[src/rtl/writeback_pkg.sv]
// Shared constants, types and helpers for the writeback stage.
// Holds pipeline field widths, the opcode constants the stage decodes,
// and the FSM state encodings.
package writeback_pkg;

   // Field MSBs of the retiring-instruction bundle
   localparam int ADDR_SIZE     = 31;
   localparam int INSTR_SIZE    = 31;
   localparam int REG_DATA_SIZE = 31;
   localparam int REG_ADDR_SIZE = 4;
   localparam int EX_WIDTH      = 3;

   typedef logic [ADDR_SIZE:0]     pc_t;
   typedef logic [INSTR_SIZE:0]    instr_t;
   typedef logic [REG_DATA_SIZE:0] reg_data_t;
   typedef logic [REG_ADDR_SIZE:0] reg_addr_t;
   typedef logic [EX_WIDTH:0]      ex_cause_t;
   typedef logic [4:0]             opcode_t;

   // RV32 major opcodes, bits [6:2] of the instruction word
   localparam opcode_t OP_LOAD   = 5'b00000;
   localparam opcode_t OP_IMM    = 5'b00100;
   localparam opcode_t OP_AUIPC  = 5'b00101;
   localparam opcode_t OP_STORE  = 5'b01000;
   localparam opcode_t OP_OP     = 5'b01100;
   localparam opcode_t OP_LUI    = 5'b01101;
   localparam opcode_t OP_BRANCH = 5'b11000;
   localparam opcode_t OP_JALR   = 5'b11001;
   localparam opcode_t OP_JAL    = 5'b11011;
   localparam opcode_t OP_SYSTEM = 5'b11100;

   // FSM encodings
   localparam logic [1:0] ST_RUN    = 2'd0;
   localparam logic [1:0] ST_TRAP   = 2'd1;
   localparam logic [1:0] ST_HALTED = 2'd2;

   // Stores and branches carry an rd field that is not a destination;
   // x0 is hard-wired to zero and bubbles never write.
   function automatic logic writes_rd(input opcode_t opc,
                                      input reg_addr_t rd,
                                      input logic nop);
      return !nop && (rd != '0) && (opc != OP_STORE) && (opc != OP_BRANCH);
   endfunction

endpackage

[src/rtl/writeback_if.sv]
// Retire bus between the memory stage (master) and writeback (slave).
// Carries the retiring instruction bundle in, and the register-file write
// port, trap record, pipeline control and retire count out.
interface writeback_if;
   import writeback_pkg::*;

   // memory stage -> writeback
   pc_t       PC_in;
   instr_t    instr_in;
   opcode_t   opcode_in;
   logic [2:0] funct_in;
   logic      nop_instr_in;
   reg_data_t result_in;
   reg_addr_t rd_addr_in;
   logic      pipeline_in_valid;
   ex_cause_t exception_in;
   logic      exception_in_valid;
   logic      halt_in;

   // writeback -> register file / pipeline
   logic        rf_wr_en;
   reg_addr_t   rf_wr_addr;
   reg_data_t   rf_wr_data;
   logic        trap_valid;
   pc_t         trap_pc;
   ex_cause_t   trap_cause;
   logic        flush_out;
   logic        stall_out;
   logic        halted;
   logic [63:0] instret;

   modport master (
      output PC_in, instr_in, opcode_in, funct_in, nop_instr_in, result_in,
             rd_addr_in, pipeline_in_valid, exception_in, exception_in_valid,
             halt_in,
      input  rf_wr_en, rf_wr_addr, rf_wr_data, trap_valid, trap_pc,
             trap_cause, flush_out, stall_out, halted, instret
   );

   modport slave (
      input  PC_in, instr_in, opcode_in, funct_in, nop_instr_in, result_in,
             rd_addr_in, pipeline_in_valid, exception_in, exception_in_valid,
             halt_in,
      output rf_wr_en, rf_wr_addr, rf_wr_data, trap_valid, trap_pc,
             trap_cause, flush_out, stall_out, halted, instret
   );

endinterface

[src/rtl/writeback_retire_counter.sv]
// Retired-instruction counter: 64-bit, increments by one when i_en is high.
// Latency: count visible the cycle after the enabling edge; wraps to zero.
// Ports: clk, reset (async active-low), i_en, o_count. No backpressure.
module writeback_retire_counter (
   input  logic        clk,
   input  logic        reset,
   input  logic        i_en,
   output logic [63:0] o_count
);

   logic [63:0] r_count;

   always_ff @(posedge clk or negedge reset) begin
      if (!reset) begin
         r_count <= '0;
      end else if (i_en) begin
         r_count <= r_count + 64'd1;
      end
   end

   assign o_count = r_count;

endmodule

[src/rtl/writeback.sv]
// Writeback: commits retiring results to the RF, counts retires, turns
// exceptions/halts into flush/stall/halted. Latency: all outputs registered, 1 cycle.
// Backpressure: drops input while trapping or halted; raises stall_out in those states.
// Ports: clk, reset (async active-low), wb (writeback_if.slave retire bus).
module writeback
   import writeback_pkg::*;
(
   input  logic      clk,
   input  logic      reset,
   writeback_if.slave wb
);

   logic [1:0]  r_state;
   logic [1:0]  w_state_nxt;

   logic        r_rf_wr_en;
   reg_addr_t   r_rf_wr_addr;
   reg_data_t   r_rf_wr_data;
   logic        r_trap_valid;
   pc_t         r_trap_pc;
   ex_cause_t   r_trap_cause;
   logic        r_flush;
   logic        r_stall;
   logic        r_halted;

   logic        w_accept;
   logic        w_exc;
   logic        w_retire;
   logic        w_count;
   logic [63:0] w_instret;

   // Instruction word and funct3 travel with the bundle for debug visibility
   // only; nothing at this stage decodes them.
   logic        w_unused;
   assign w_unused = ^{wb.instr_in, wb.funct_in};

   assign w_accept = wb.pipeline_in_valid && (r_state == ST_RUN);
   // Exception takes priority over halt on the same beat
   assign w_exc    = w_accept && wb.exception_in_valid;
   assign w_retire = w_accept && !wb.exception_in_valid;
   assign w_count  = w_retire && !wb.nop_instr_in;

   always_comb begin
      w_state_nxt = r_state;
      case (r_state)
         ST_RUN: begin
            if (w_exc) begin
               w_state_nxt = ST_TRAP;
            end else if (w_retire && wb.halt_in) begin
               w_state_nxt = ST_HALTED;
            end
         end
         ST_TRAP:   w_state_nxt = ST_RUN;
         ST_HALTED: w_state_nxt = ST_HALTED;
         default:   w_state_nxt = ST_RUN;
      endcase
   end

   always_ff @(posedge clk or negedge reset) begin
      if (!reset) begin
         r_state      <= ST_RUN;
         r_rf_wr_en   <= 1'b0;
         r_rf_wr_addr <= '0;
         r_rf_wr_data <= '0;
         r_trap_valid <= 1'b0;
         r_trap_pc    <= '0;
         r_trap_cause <= '0;
         r_flush      <= 1'b0;
         r_stall      <= 1'b0;
         r_halted     <= 1'b0;
      end else begin
         r_state <= w_state_nxt;

         // Strobe is recomputed every cycle so it never lingers
         r_rf_wr_en <= w_retire &&
                       writes_rd(wb.opcode_in, wb.rd_addr_in, wb.nop_instr_in);
         if (w_retire) begin
            r_rf_wr_addr <= wb.rd_addr_in;
            r_rf_wr_data <= wb.result_in;
         end

         // Trap record is sticky; a later fault overwrites PC and cause
         if (w_exc) begin
            r_trap_valid <= 1'b1;
            r_trap_pc    <= wb.PC_in;
            r_trap_cause <= wb.exception_in;
         end

         // Control outputs reflect the state being entered, so they are
         // aligned with the TRAP/HALTED cycles themselves.
         r_flush  <= (w_state_nxt == ST_TRAP);
         r_stall  <= (w_state_nxt == ST_TRAP) || (w_state_nxt == ST_HALTED);
         r_halted <= (w_state_nxt == ST_HALTED);
      end
   end

   writeback_retire_counter u_retire (
      .clk     (clk),
      .reset   (reset),
      .i_en    (w_count),
      .o_count (w_instret)
   );

   assign wb.rf_wr_en   = r_rf_wr_en;
   assign wb.rf_wr_addr = r_rf_wr_addr;
   assign wb.rf_wr_data = r_rf_wr_data;
   assign wb.trap_valid = r_trap_valid;
   assign wb.trap_pc    = r_trap_pc;
   assign wb.trap_cause = r_trap_cause;
   assign wb.flush_out  = r_flush;
   assign wb.stall_out  = r_stall;
   assign wb.halted     = r_halted;
   assign wb.instret    = w_instret;

endmodule

[src/flat_wrapper.sv]
// flat-port wrapper written by rule: the top's interface ports become plain ports
module writeback_flat import writeback_pkg::*;
  (clk, reset, wb_PC_in, wb_instr_in, wb_opcode_in, wb_funct_in, wb_nop_instr_in, wb_result_in, wb_rd_addr_in, wb_pipeline_in_valid, wb_exception_in, wb_exception_in_valid, wb_halt_in, wb_rf_wr_en, wb_rf_wr_addr, wb_rf_wr_data, wb_trap_valid, wb_trap_pc, wb_trap_cause, wb_flush_out, wb_stall_out, wb_halted, wb_instret);
  writeback_if wb_i ();
  input  logic clk;
  input  logic reset;
  input wire logic [$bits(wb_i.PC_in)-1:0] wb_PC_in;
  input wire logic [$bits(wb_i.instr_in)-1:0] wb_instr_in;
  input wire logic [$bits(wb_i.opcode_in)-1:0] wb_opcode_in;
  input wire logic [$bits(wb_i.funct_in)-1:0] wb_funct_in;
  input wire logic [$bits(wb_i.nop_instr_in)-1:0] wb_nop_instr_in;
  input wire logic [$bits(wb_i.result_in)-1:0] wb_result_in;
  input wire logic [$bits(wb_i.rd_addr_in)-1:0] wb_rd_addr_in;
  input wire logic [$bits(wb_i.pipeline_in_valid)-1:0] wb_pipeline_in_valid;
  input wire logic [$bits(wb_i.exception_in)-1:0] wb_exception_in;
  input wire logic [$bits(wb_i.exception_in_valid)-1:0] wb_exception_in_valid;
  input wire logic [$bits(wb_i.halt_in)-1:0] wb_halt_in;
  output wire logic [$bits(wb_i.rf_wr_en)-1:0] wb_rf_wr_en;
  output wire logic [$bits(wb_i.rf_wr_addr)-1:0] wb_rf_wr_addr;
  output wire logic [$bits(wb_i.rf_wr_data)-1:0] wb_rf_wr_data;
  output wire logic [$bits(wb_i.trap_valid)-1:0] wb_trap_valid;
  output wire logic [$bits(wb_i.trap_pc)-1:0] wb_trap_pc;
  output wire logic [$bits(wb_i.trap_cause)-1:0] wb_trap_cause;
  output wire logic [$bits(wb_i.flush_out)-1:0] wb_flush_out;
  output wire logic [$bits(wb_i.stall_out)-1:0] wb_stall_out;
  output wire logic [$bits(wb_i.halted)-1:0] wb_halted;
  output wire logic [$bits(wb_i.instret)-1:0] wb_instret;
  assign wb_i.PC_in = wb_PC_in;
  assign wb_i.instr_in = wb_instr_in;
  assign wb_i.opcode_in = wb_opcode_in;
  assign wb_i.funct_in = wb_funct_in;
  assign wb_i.nop_instr_in = wb_nop_instr_in;
  assign wb_i.result_in = wb_result_in;
  assign wb_i.rd_addr_in = wb_rd_addr_in;
  assign wb_i.pipeline_in_valid = wb_pipeline_in_valid;
  assign wb_i.exception_in = wb_exception_in;
  assign wb_i.exception_in_valid = wb_exception_in_valid;
  assign wb_i.halt_in = wb_halt_in;
  assign wb_rf_wr_en = wb_i.rf_wr_en;
  assign wb_rf_wr_addr = wb_i.rf_wr_addr;
  assign wb_rf_wr_data = wb_i.rf_wr_data;
  assign wb_trap_valid = wb_i.trap_valid;
  assign wb_trap_pc = wb_i.trap_pc;
  assign wb_trap_cause = wb_i.trap_cause;
  assign wb_flush_out = wb_i.flush_out;
  assign wb_stall_out = wb_i.stall_out;
  assign wb_halted = wb_i.halted;
  assign wb_instret = wb_i.instret;
  writeback u_core (.clk(clk), .reset(reset), .wb(wb_i));
endmodule
[config.mk]
export PLATFORM = sky130hd
export DESIGN_NAME = writeback_flat
export DESIGN_NICKNAME = d
export VERILOG_FILES = /design/src/rtl/writeback_pkg.sv /design/src/rtl/writeback_if.sv /design/src/rtl/writeback_retire_counter.sv /design/src/rtl/writeback.sv /design/src/flat_wrapper.sv
export SDC_FILE = /design/constraint.sdc
export NUM_CORES = 1
export LEC_CHECK = 0
export CAP_MARGIN = 20
export CORE_MARGIN = 2
export CORE_UTILIZATION = 46
export DETAILED_ROUTE_END_ITERATION = 7
export PLACE_DENSITY = 0.91
export SLEW_MARGIN = 5
export SYNTH_ARGS = -nofsm -noshare
export SYNTH_HDL_FRONTEND = slang
export SYNTH_SLANG_ARGS = --single-unit
[constraint.sdc]
create_clock -name clk -period 6.1 [get_ports clk]
set_input_delay 1.22 -clock clk [delete_from_list [all_inputs] [get_ports clk]]
set_output_delay 1.22 -clock clk [all_outputs]
set_load 0.02 [all_outputs]
==> flow_summary.toml <==
[outcome]
outcome = "complete, no violations"

[sta]
timing.final.ws_setup_ns = 2.40
drv_slew = 0
setup_viol = 0
grt_setup_unrepaired = "false"
post-route-min-period_ns = 3.70
max_slew.worst_pin.slew_ns = 0.858
fmax_mhz = 271
fin_crit_sh = 0.606
skew_ns = 0.00645
setup_tns_ns = 0
maxSlewHeadroom = 0.424
finalHoldViolations = 0

[power_and_ir_drop]
ir_drop_uv = 329
fin_total_pwr_mw = 3.76
leakage_nw = 4.10
power_density_nw_per_um2 = 416

[critical_path]
endpoint_kind = "flop"
cp_top_family = "simple AND/OR/NAND/NOR gates"
worstPathCellList = "clkdlybuf4s50_1, or4b_1, buf_4, nor2_1, nand4_1, nor4_1, xor2_1"
path_buf_inv = 2
critical_path.max_stage_delay_ns = 0.54
cp_data_required_time_ns = 6.44
crit_arrival_ns = 4.04
worstSetupStartpointType = "input port"
crit_type = "input port to flop"
critPathMaxFanout = 42
slowest_stage = "or4b_1"

[logic_synthesis]
synth_area_sq_um = 6020
synth_commonest_cells = "144 x dfrtp_1, 134 x nand2_1, 42 x xor2_1, 37 x mux2_2, 31 x nor2_1"
synth_edf_count = 0
synth_flop_cell = "dfrtp_1"
synth.avg_cell_area_sq_um = 11.2
yosysSeqAreaShare = 0.599
synth.most_common_cell = "dfrtp_1"
synth_top_cell_area_share = 0.599
syn_nets = 661
ys_types = 31
ys_ff_latch = 144
ys_warn_count = 0
synthTopCellsByArea = "dfrtp_1 60%, nand2_1 8.4%, mux2_2 6.9%, xor2_1 6.1%, xnor2_1 3.1%"
yosys.area.top_type = "dfrtp_1"
synthArstFlopShare = 1.00
syn_inst = 539

[clock_network]
holdBufCountCts = 0
cts_resized = 0
insertion_delay_ns = 0.42
cts_tree = "done"
postCtsSetupBuffers = 0
clk_pin_slew_ns = 0.06
h-tree-depth = 4
clock-root-buffer = "clkbuf_16"
cts.sinks = 144
clock_path_buffers = 2
cts_buffers = 17

[placement]
hpwl_microns = 11700
port_buffers = 224
dp_worst_setup_slack_ns = 2.01
gp_congestion = 0.870

[routing]
topRoutingLayerUsed = "met4"
drt_iter0_drc = 293
drcViolationCount = 0
ant_nets = 0
dr_wl_met2_microns = 8660
met1_length_microns = 5990
drt-vias-per-instance = 5.22
routed_wl_microns = 16300
route.vias.total = 4995
wl_met3_microns = 1180
wl_per_cell_microns = 17.0
drtPass1Iterations = 5

[finish]
insertedDiodeCount = 0
nNetsFinal = 893
post-route-util = 0.710
final_layout_size_suffix_gt1_frac = 0.115
n_fill_cell = 895
area_growth_syn_to_layout_pct = 50.1

[worst_hold_path]
hold_path_class = "flop to flop"

[global_route]
antenna_found_initial = 0
grt_pass1_vias = 5394
grt_pass1_wl_microns = 26400
grtUsageTotal = 0.239
grt_overflow_total = 0
grt_max_degree = 87

[floorplan]
die_w_microns = 118
dieHeight_microns = 118
num_rows = 41
ios = 261
die_area_sq_um = 14000
coreArea_sq_um = 12700
initial_utilization = 0.473

[job]
max_cap_viol_count = 0
## flip-flops by register name, summed over array words and instances (netlist names)
signal,flops
u_core.u_retire.o_count,64
u_core.wb.rf_wr_addr,5
u_core.wb.flush_out,1
u_core.wb.trap_valid,1
u_core.wb.stall_out,1
u_core.r_state,2
u_core.wb.trap_cause,4
u_core.wb.rf_wr_en,1
u_core.wb.halted,1
u_core.wb.trap_pc,32
u_core.wb.rf_wr_data,32
## layout make-up
class / instances / area, sq um / share of cell area
clock inverters: 12 / 118 / 0.0130
clock buffers: 20 / 447 / 0.0494
flip-flops and latches: 144 / 3600 / 0.399
inverters: 12 / 45.0 / 0.00498
well taps: 172 / 215 / 0.0238
repair buffers: 228 / 2270 / 0.252
multi-input cells: 368 / 2330 / 0.258
## final timing paths
| kind | slack (ns) | depth (start not counted) | from | end |
|---|---|---|---|---|
| worst max-delay path | 2.40 | 7 | wb_exception_in_valid | u_core.u_retire.o_count[39] |
| worst min-delay path | 0.46 | 1 | u_core.u_retire.o_count[63] | u_core.u_retire.o_count[63] |
| worst max register to register | 3.25 | 6 | u_core.r_state[0] | u_core.u_retire.o_count[39] |
| worst min register to register | 0.46 | 1 | u_core.u_retire.o_count[63] | u_core.u_retire.o_count[63] |
| max in group asynchronous | 3.98 | 2 | reset | u_core.u_retire.o_count[3] |
| min in group asynchronous | 0.86 | 1 | reset | u_core.wb.trap_pc[0] |
## power breakdown
part           total, mW  internal [mW]  leakage [nW]  switching, mW
sequential          1.41           1.23          1.83          0.178
combinational       1.36          0.673          2.00          0.689
clock              0.986          0.606         0.275          0.380
total               3.76           2.51          4.10           1.25
## placed cells by master (no fill, tap or decap), types with 4 or more instances in the layout
| master | count |
|---|---|
| nor2_1 | 31 |
| clkinv_2 | 7 |
| clkdlybuf4s50_1 | 223 |
| nor3_2 | 4 |
| nand2_1 | 134 |
| nor3_1 | 16 |
| or2_2 | 5 |
| inv_1 | 12 |
| buf_4 | 4 |
| mux2_2 | 37 |
| nand4_1 | 21 |
| dfrtp_1 | 144 |
| nor4_1 | 9 |
| nand3_1 | 23 |
| xor2_1 | 42 |
| and3_1 | 4 |
| clkbuf_16 | 17 |
| xnor2_1 | 21 |
## kinds of logic after synthesis
kind of cell | count (synthesis) | share of synthesized area
multiplexers | 37 | 0.0692
AO/OA/AOI/OAI | 1 | 0.000831
buffers and inverters | 27 | 0.0170
adder cells (fa/ha/maj) | 3 | 0.00624
AND/OR/NAND/NOR | 264 | 0.216
XOR/XNOR | 63 | 0.0917
flip-flops | 144 | 0.599
## routing by layer
layer | track usage | vias up
met2 | 0.421 | 221
met3 | 0.0840 | 37
li1 | - | 2261
met5 | 0 | -
met4 | 0.103 | 0
met1 | 0.261 | 2476
## through the flow
step | cell area, sq um | instances | hold slack [ns]
2_1_floorplan | 6020 | 539 | 0.550
3_3_place_gp | 8470 | 924 | 0.456
3_5_place_dp | 8470 | 924 | 0.459
4_1_cts | 9040 | 956 | 0.468
5_1_grt | 9040 | 956 | 0.488
6_report | 9040 | 956 | 0.462
(Power assumes the default switching activity.)
